===== config.mk =====
export PLATFORM = sky130hd
export DESIGN_NAME = poly_load_ctrl_multi
export DESIGN_NICKNAME = d
export VERILOG_FILES = /design/src/rtl/poly_load_ctrl_multi.sv
export SDC_FILE = /design/constraint.sdc
export NUM_CORES = 1
export LEC_CHECK = 0
export BUFFER_PORTS_ARGS = -buffer_cell sky130_fd_sc_hd__buf_2
export CAP_MARGIN = 25
export CORE_MARGIN = 1.5
export CORE_UTILIZATION = 43
export CTS_CLUSTER_DIAMETER = 150
export DETAILED_ROUTE_END_ITERATION = 10
export PLACE_DENSITY = 0.81
export SLEW_MARGIN = 10
export SYNTH_ARGS = -nofsm -noshare
export SYNTH_HDL_FRONTEND = slang
export SYNTH_SLANG_ARGS = --single-unit

===== constraint.sdc =====
create_clock -name clk -period 2.7 [get_ports clk]
set_clock_uncertainty 0.2 [all_clocks]
set_input_delay 0.27 -clock clk [delete_from_list [all_inputs] [get_ports clk]]
set_output_delay 0.27 -clock clk [all_outputs]
set_load 0.005 [all_outputs]

===== src/rtl/poly_load_ctrl_multi.sv =====
// poly_load_ctrl_multi: streams 1..NUM_POLY polynomials from a valid/ready source into consecutive BRAM slots
module poly_load_ctrl_multi #(
  parameter int DATA_W   = 64,
  parameter int ADDR_W   = 6,
  parameter int WORDS_4X = 64,
  parameter int WORDS_PK = 52,
  parameter int NUM_POLY = 3,
  parameter int PIDX_W   = 2
) (
  input  logic                     clk,
  input  logic                     rst,
  input  logic                     start,
  input  logic                     coeff4x,
  input  logic [PIDX_W-1:0]        num_poly,
  input  logic [DATA_W-1:0]        in_data,
  input  logic                     in_valid,
  output logic                     in_ready,
  output logic                     bram_we,
  output logic [PIDX_W+ADDR_W-1:0] bram_addr,
  output logic [DATA_W-1:0]        bram_wdata,
  output logic                     poly_done,
  output logic                     busy,
  output logic                     done
);
  typedef enum logic [1:0] {IDLE, LOAD, FLUSH, DONE} state_t;
  localparam logic [ADDR_W-1:0] LAST_4X = ADDR_W'(WORDS_4X - 1);
  localparam logic [ADDR_W-1:0] LAST_PK = ADDR_W'(WORDS_PK - 1);
  localparam logic [PIDX_W:0]   NP_MAX  = (PIDX_W+1)'(NUM_POLY);
  state_t             state;
  logic               mode;
  logic [PIDX_W-1:0]  last_poly;
  logic [ADDR_W-1:0]  word_cnt;
  logic [PIDX_W-1:0]  poly_cnt;
  logic [PIDX_W:0]    np_eff;
  logic               word_last;
  // count is held one extra bit wide so NUM_POLY == 2^PIDX_W clamps correctly
  assign np_eff = (num_poly == '0) ? (PIDX_W+1)'(1) :
                  ({1'b0, num_poly} > NP_MAX) ? NP_MAX : {1'b0, num_poly};
  assign word_last = word_cnt == (mode ? LAST_4X : LAST_PK);
  always_ff @(posedge clk or posedge rst) begin
    if (rst) begin
      state      <= IDLE;
      mode       <= 1'b0;
      last_poly  <= '0;
      word_cnt   <= '0;
      poly_cnt   <= '0;
      in_ready   <= 1'b0;
      bram_we    <= 1'b0;
      bram_addr  <= '0;
      bram_wdata <= '0;
      poly_done  <= 1'b0;
      busy       <= 1'b0;
      done       <= 1'b0;
    end else begin
      bram_we   <= 1'b0;
      poly_done <= 1'b0;
      done      <= 1'b0;
      case (state)
        IDLE: if (start) begin
          mode      <= coeff4x;
          last_poly <= PIDX_W'(np_eff - (PIDX_W+1)'(1));
          word_cnt  <= '0;
          poly_cnt  <= '0;
          in_ready  <= 1'b1;
          busy      <= 1'b1;
          state     <= LOAD;
        end
        LOAD: if (in_valid) begin
          bram_we    <= 1'b1;
          bram_addr  <= {poly_cnt, word_cnt};
          bram_wdata <= in_data;
          poly_done  <= word_last;
          word_cnt   <= word_last ? '0 : word_cnt + 1'b1;
          if (word_last) begin
            poly_cnt <= poly_cnt + 1'b1;
            if (poly_cnt == last_poly) begin
              in_ready <= 1'b0;
              state    <= FLUSH;
            end
          end
        end
        FLUSH: begin
          busy  <= 1'b0;
          done  <= 1'b1;
          state <= DONE;
        end
        default: state <= IDLE;
      endcase
    end
  end
endmodule


# ---- After elaboration in Yosys (flattened, before gate mapping)
# Index checks and enable logic that the tools add are counted.
dict set report word_totals {
  latchBits 0
  n_memories 0
  regBits 90
  ram_bits 0
  input_bits 71
  output_inout_bits 77
  mem_bits_ro 0
}
dict set report classes {
  reduce_logical 11
  n_bitwise 0
  n_mux 26
  addsub 3
  n_div 0
  shifts 0
  order_cmp 0
  mul 0
  n_eq_ne 8
}
# cell n
set op_table {}
lappend op_table {{2-to-1 mux 6 bit} 3}
lappend op_table {{2-to-1 mux 2 bit} 8}
lappend op_table {{case mux 6 bit (2 select lines)} 1}
lappend op_table {{2-to-1 mux 1 bit} 9}
lappend op_table {{!= test 2 bit (second input constant)} 4}
lappend op_table {{AND reduction 4 bit} 2}
lappend op_table {{adder 6 x 1 -> 6 bit (second input constant)} 1}
lappend op_table {{== test 6 bit} 1}
lappend op_table {{case mux 2 bit (3 select lines)} 1}
lappend op_table {{AND reduction 2 bit} 3}
lappend op_table {{AND reduction 5 bit} 1}
lappend op_table {{zero test 2 bit} 2}
lappend op_table {{2-to-1 mux 4 bit} 1}
lappend op_table {{case mux 1 bit (2 select lines)} 2}
lappend op_table {{case mux 2 bit (2 select lines)} 1}
lappend op_table {{nonzero test 2 bit} 2}
lappend op_table {{AND reduction 3 bit} 1}
lappend op_table {{adder 2 x 1 -> 2 bit (second input constant)} 1}
lappend op_table {{== test 2 x 1 -> 1 bit (second input constant)} 1}
lappend op_table {{== test 2 bit} 1}
lappend op_table {{== test 2 bit (second input constant)} 1}
lappend op_table {{subtractor 2 x 1 -> 2 bit (second input constant)} 1}

# ---- Depth between registers and ports, before layout
dict set report depth {
  ltp_word 5
  depth_mapped 8
}

# ---- Worst setup path before layout
# OpenSTA, ideal clock, no wires.
dict set report synth_timing {
  path_type {register to register}
  from {register state[0]}
  to {register state[1]}
  arrival_time_ns 1.631
  setup_slack_ns 0.738
  period_less_slack_ns 1.962
  setup_time_ns 0.131
  path_buffers 2
  path_stages_with_launch 9
  required_ns 2.369
  cell_sequence {dfrtp_1 -> inv_1 -> ha_1 -> buf_4 -> and2b_1 -> buf_6 -> nor2_4 -> o221ai_1 -> or3_1}
}
dict set report synth_via {
  elab_chain_len 3
}
# item line
set synth_lines {}
lappend synth_lines {{start, declared} 29} ;# state_t state;
lappend synth_lines {{start signal, assigned} 42} ;# state <= IDLE;
lappend synth_lines {{start signal, assigned} 66} ;# state <= LOAD;
lappend synth_lines {{start signal, assigned} 78} ;# state <= FLUSH;
lappend synth_lines {{== test 2 x 1 -> 1 bit or zero test 2 bit (tied branches)} 58} ;# case (state)
lappend synth_lines {{!= test 2 bit (no line)} --}
lappend synth_lines {{AND reduction 4 bit (no line)} --}
# Parallel ways exist; a longest one is shown, timed or not.
# A chain may end at the register's enable or synchronous reset.

# ---- Worst setup path after layout
# Ends and elaborated chain as after synthesis.

==> metrics.md <==
| Metric | Value |
|---|---|
| Status | finished clean |
| CP Data Arrival Time | 2.25 ns |
| Root Driver | clkbuf_8 |
| # IOs | 148 |
| P_int | 3.43 mW |
| Layout area overhead | 47.4% |
| GPL Wtd Cong | 0.875 |
| Worst vdd ir | 0.494 mV |
| Slew Viols, Final | 0 |
| Final Hold Fails | 0 |
| Clk slew on worst S/H paths | 0.09 ns |
| Routed wire length | 8820 um |
| Critical path class | flop to flop |
| Nets | 556 |
| Height of the die | 95.6 um |
| Yosys reg bits | 90 |
| Tcrit/Tclk final | 82.7% |
| Most common library cell in the layout ignoring fill and taps | buf_2 |
| Post-synth EDFFs | 0 |
| PwrDens | 931 nW/um^2 |
| Clk sinks | 90 |
| Ant diodes | 0 |
| Clock Path Buffers | 2 |
| GRT Util Overall | 20.2% |
| Avg Cell Area, Syn | 14.3 um^2 |
| Share of cells above drive strength 1 | 43.7% |
| Comb power frac | 37.7% |
| Placed inst area | 4560 um^2 |
| DR iter-0 viols | 66 |
| Register area share after synthesis | 61.1% |
| Setup Total Neg Slack | 0 ns |
| Worst Tran Pin Value | 0.569 ns |
| Switching Share | 32.1% |
| CTS resizes | 0 |
| Synthesized cell area | 3680 um^2 |
| Setup violations, final | 0 |
| Rows | 33 |
| Setup crit end kind | flop |
| Total CTS buffers | 9 |
| Die area | 9130 um^2 |
| Req. time, crit path | 2.72 ns |
| Clk network pwr share | 17.6% |
| Startpoint types | flop |
| Synth cell types | 39 |
| DIE WIDTH | 95.6 um |
| Crit-path slowest cell | dfrtp_1 |
| Via count | 2850 |
| Area of the multi-input gates | 1340 um^2 |
| WL per Instance | 15.0 um |
| Syn nets | 334 |
| Max_cap viols | 0 |
| Vias per inst | 4.83 |
| Number of fill cells | 620 |
| Clock latency on the worst-skew pair | 0.34 ns |
| RSZ-0062 raised after global routing | no |
| Initial core utilization | 44.6% |
| Flop pwr share | 44.8% |
| Yosys warns | 0 |
| Switching power | 1.63 mW |
| Slew headroom | 62.0% |
| Worst hold path class | input port to flop |
| Initial antenna violation count | 0 |
| CTS H-tree depth | 3 |
| DRT Pass-1 Iters | 4 |
| Predominant post-synthesis flop cell | dfrtp_1 |
| R2r setup slk | 0.47 ns |
| Fmax | 448 MHz |
| Final Instance Area | 5430 um^2 |
| Static leakage | 2.64 nW |
| Most frequent cells in the layout | 147 x buf_2, 90 x dfrtp_1, 68 x dlygate4sd3_1 |
| Remaining Overflow, GRT | 0 |
| Vias in the first global route | 3099 |
| Ys async rst share | 100% |
| Post-Synthesis Cells | 258 |
| First-pass GRT wire length | 14000 um |
| Total core area | 8260 um^2 |
| Crit path cell chain | inv_1, ha_1, and2b_1, nor2_4, and4_1, or3_1 |
| Storage element area | 2250 um^2 |
| DP HPWL | 5520 um |
| CTS tree | yes |
| CP Max Fanout | 9 |
| CP max stage delay | 0.42 ns |
| Port Buffers | 147 |
| Final min period | 2.23 ns |
| Largest net degree at the start of global routing | 47 |
| Drt drc | 0 |
| Antenna viol nets, final | 0 |
logic make-up (layout without fill, tap and decap cells):
kind of cell / count (synthesis) / in the layout / share of synthesized area [%]
xor gates and xnor gates: 6 / 6 / 1.43
AOI/OAI and AO/OA: 22 / 22 / 3.87
and+or+nand+nor: 46 / 46 / 7.10
buffers and inverters: 16 / 243 / 2.48
muxes: 73 / 73 / 22.3
adders and majority gates: 5 / 5 / 1.70
DFF: 90 / 90 / 61.1
final timing paths:
path / startpoint / to / cells past startpoint
worst max-delay path: state[0] / state[1] / 6
worst min-delay path: num_poly[0] / last_poly[0] / 3
worst max register to register: state[0] / state[1] / 6
worst min register to register: bram_wdata[14] / bram_wdata[14] / 1
max in group asynchronous: rst / bram_wdata[8] / 4
min in group asynchronous: rst / poly_done / 3
layout make-up:
cell class / count / area share (%)
Multi-Input combinational cell: 152 / 24.7
Sequential cell: 90 / 41.5
Tap cell: 105 / 2.42
Clock buffer: 10 / 2.35
Timing Repair Buffer: 221 / 27.4
Clock inverter: 6 / 1.22
Inverter: 6 / 0.484
stage by stage:
step | hold WS, ns | util [%] | power [mW] | setup slack (ns) | std cells
after floorplan | 0.205 | - | 3.30 | 0.738 | 258
after global placement | 0.145 | 55.2 | 4.02 | 0.570 | 506
after detailed placement | 0.158 | 55.2 | 4.13 | 0.490 | 506
after CTS | 0.00122 | 65.8 | 5.10 | 0.469 | 590
after global routing | 0.0348 | 65.8 | 5.45 | 0.346 | 590
final | 0.0178 | 65.8 | 5.06 | 0.468 | 590
metal layers:
metal,routed length (um),up-vias,GRT usage [%]
met5,0,-,0
met4,117,0,6.50
met3,499,13,3.91
met2,4790,107,38.6
met1,3410,1374,22.1
li1,-,1356,-
power by group through the flow:
| stage | sequential (mW) | combinational [mW] | clock, mW |
|---|---|---|---|
| after floorplan | 2.31 | 0.990 | 0 |
| after global placement | 2.25 | 1.78 | 0 |
| after detailed placement | 2.29 | 1.84 | 0 |
| after CTS | 2.26 | 1.92 | 0.919 |
| after global routing | 2.34 | 2.13 | 0.977 |
| final | 2.26 | 1.91 | 0.888 |
state kept, by name, summed over array words and instances, names as in the netlist:
| signal | count |
|---|---|
| bram_wdata | 64 |
| bram_addr | 8 |
| word_cnt | 6 |
| last_poly | 2 |
| poly_cnt | 2 |
| state | 2 |
| bram_we | 1 |
| busy | 1 |
| done | 1 |
| in_ready | 1 |
| mode | 1 |
| poly_done | 1 |
synth_stat cells, types with 2 or more instances:
| library cell | count | share of area, % |
|---|---|---|
| nand3_1 | 6 | 0.81 |
| nor3_1 | 4 | 0.54 |
| o21ai_1 | 2 | 0.27 |
| nor2_1 | 8 | 0.81 |
| nand2_1 | 11 | 1.1 |
| mux2_2 | 34 | 10 |
| a21oi_1 | 2 | 0.27 |
| nand2b_1 | 2 | 0.34 |
| mux2_1 | 39 | 12 |
| and2b_1 | 2 | 0.41 |
| ha_1 | 5 | 1.7 |
| buf_4 | 5 | 1.0 |
| buf_2 | 4 | 0.54 |
| xnor2_1 | 6 | 1.4 |
| o211ai_1 | 2 | 0.41 |
| inv_1 | 5 | 0.51 |
| and3_1 | 2 | 0.34 |
| o21ai_0 | 7 | 0.95 |
| o221ai_1 | 2 | 0.48 |
| dfrtp_1 | 90 | 61 |
| nor4_2 | 2 | 0.68 |
critical path, delay by kind of cell, from the launching register on:
kind / cells / cell delay (ns)
buffers and inverters: 1 / 0.12
and+or+nand+nor: 4 / 1.05
adders and majority gates: 1 / 0.33
DFF: 1 / 0.42
timing repair:
action,4_1_cts,5_1_grt
hold endpoints to repair,90,0
setup buffers,0,0
hold buffers,68,0
No activity file was read; power rests on OpenSTA's default activity.
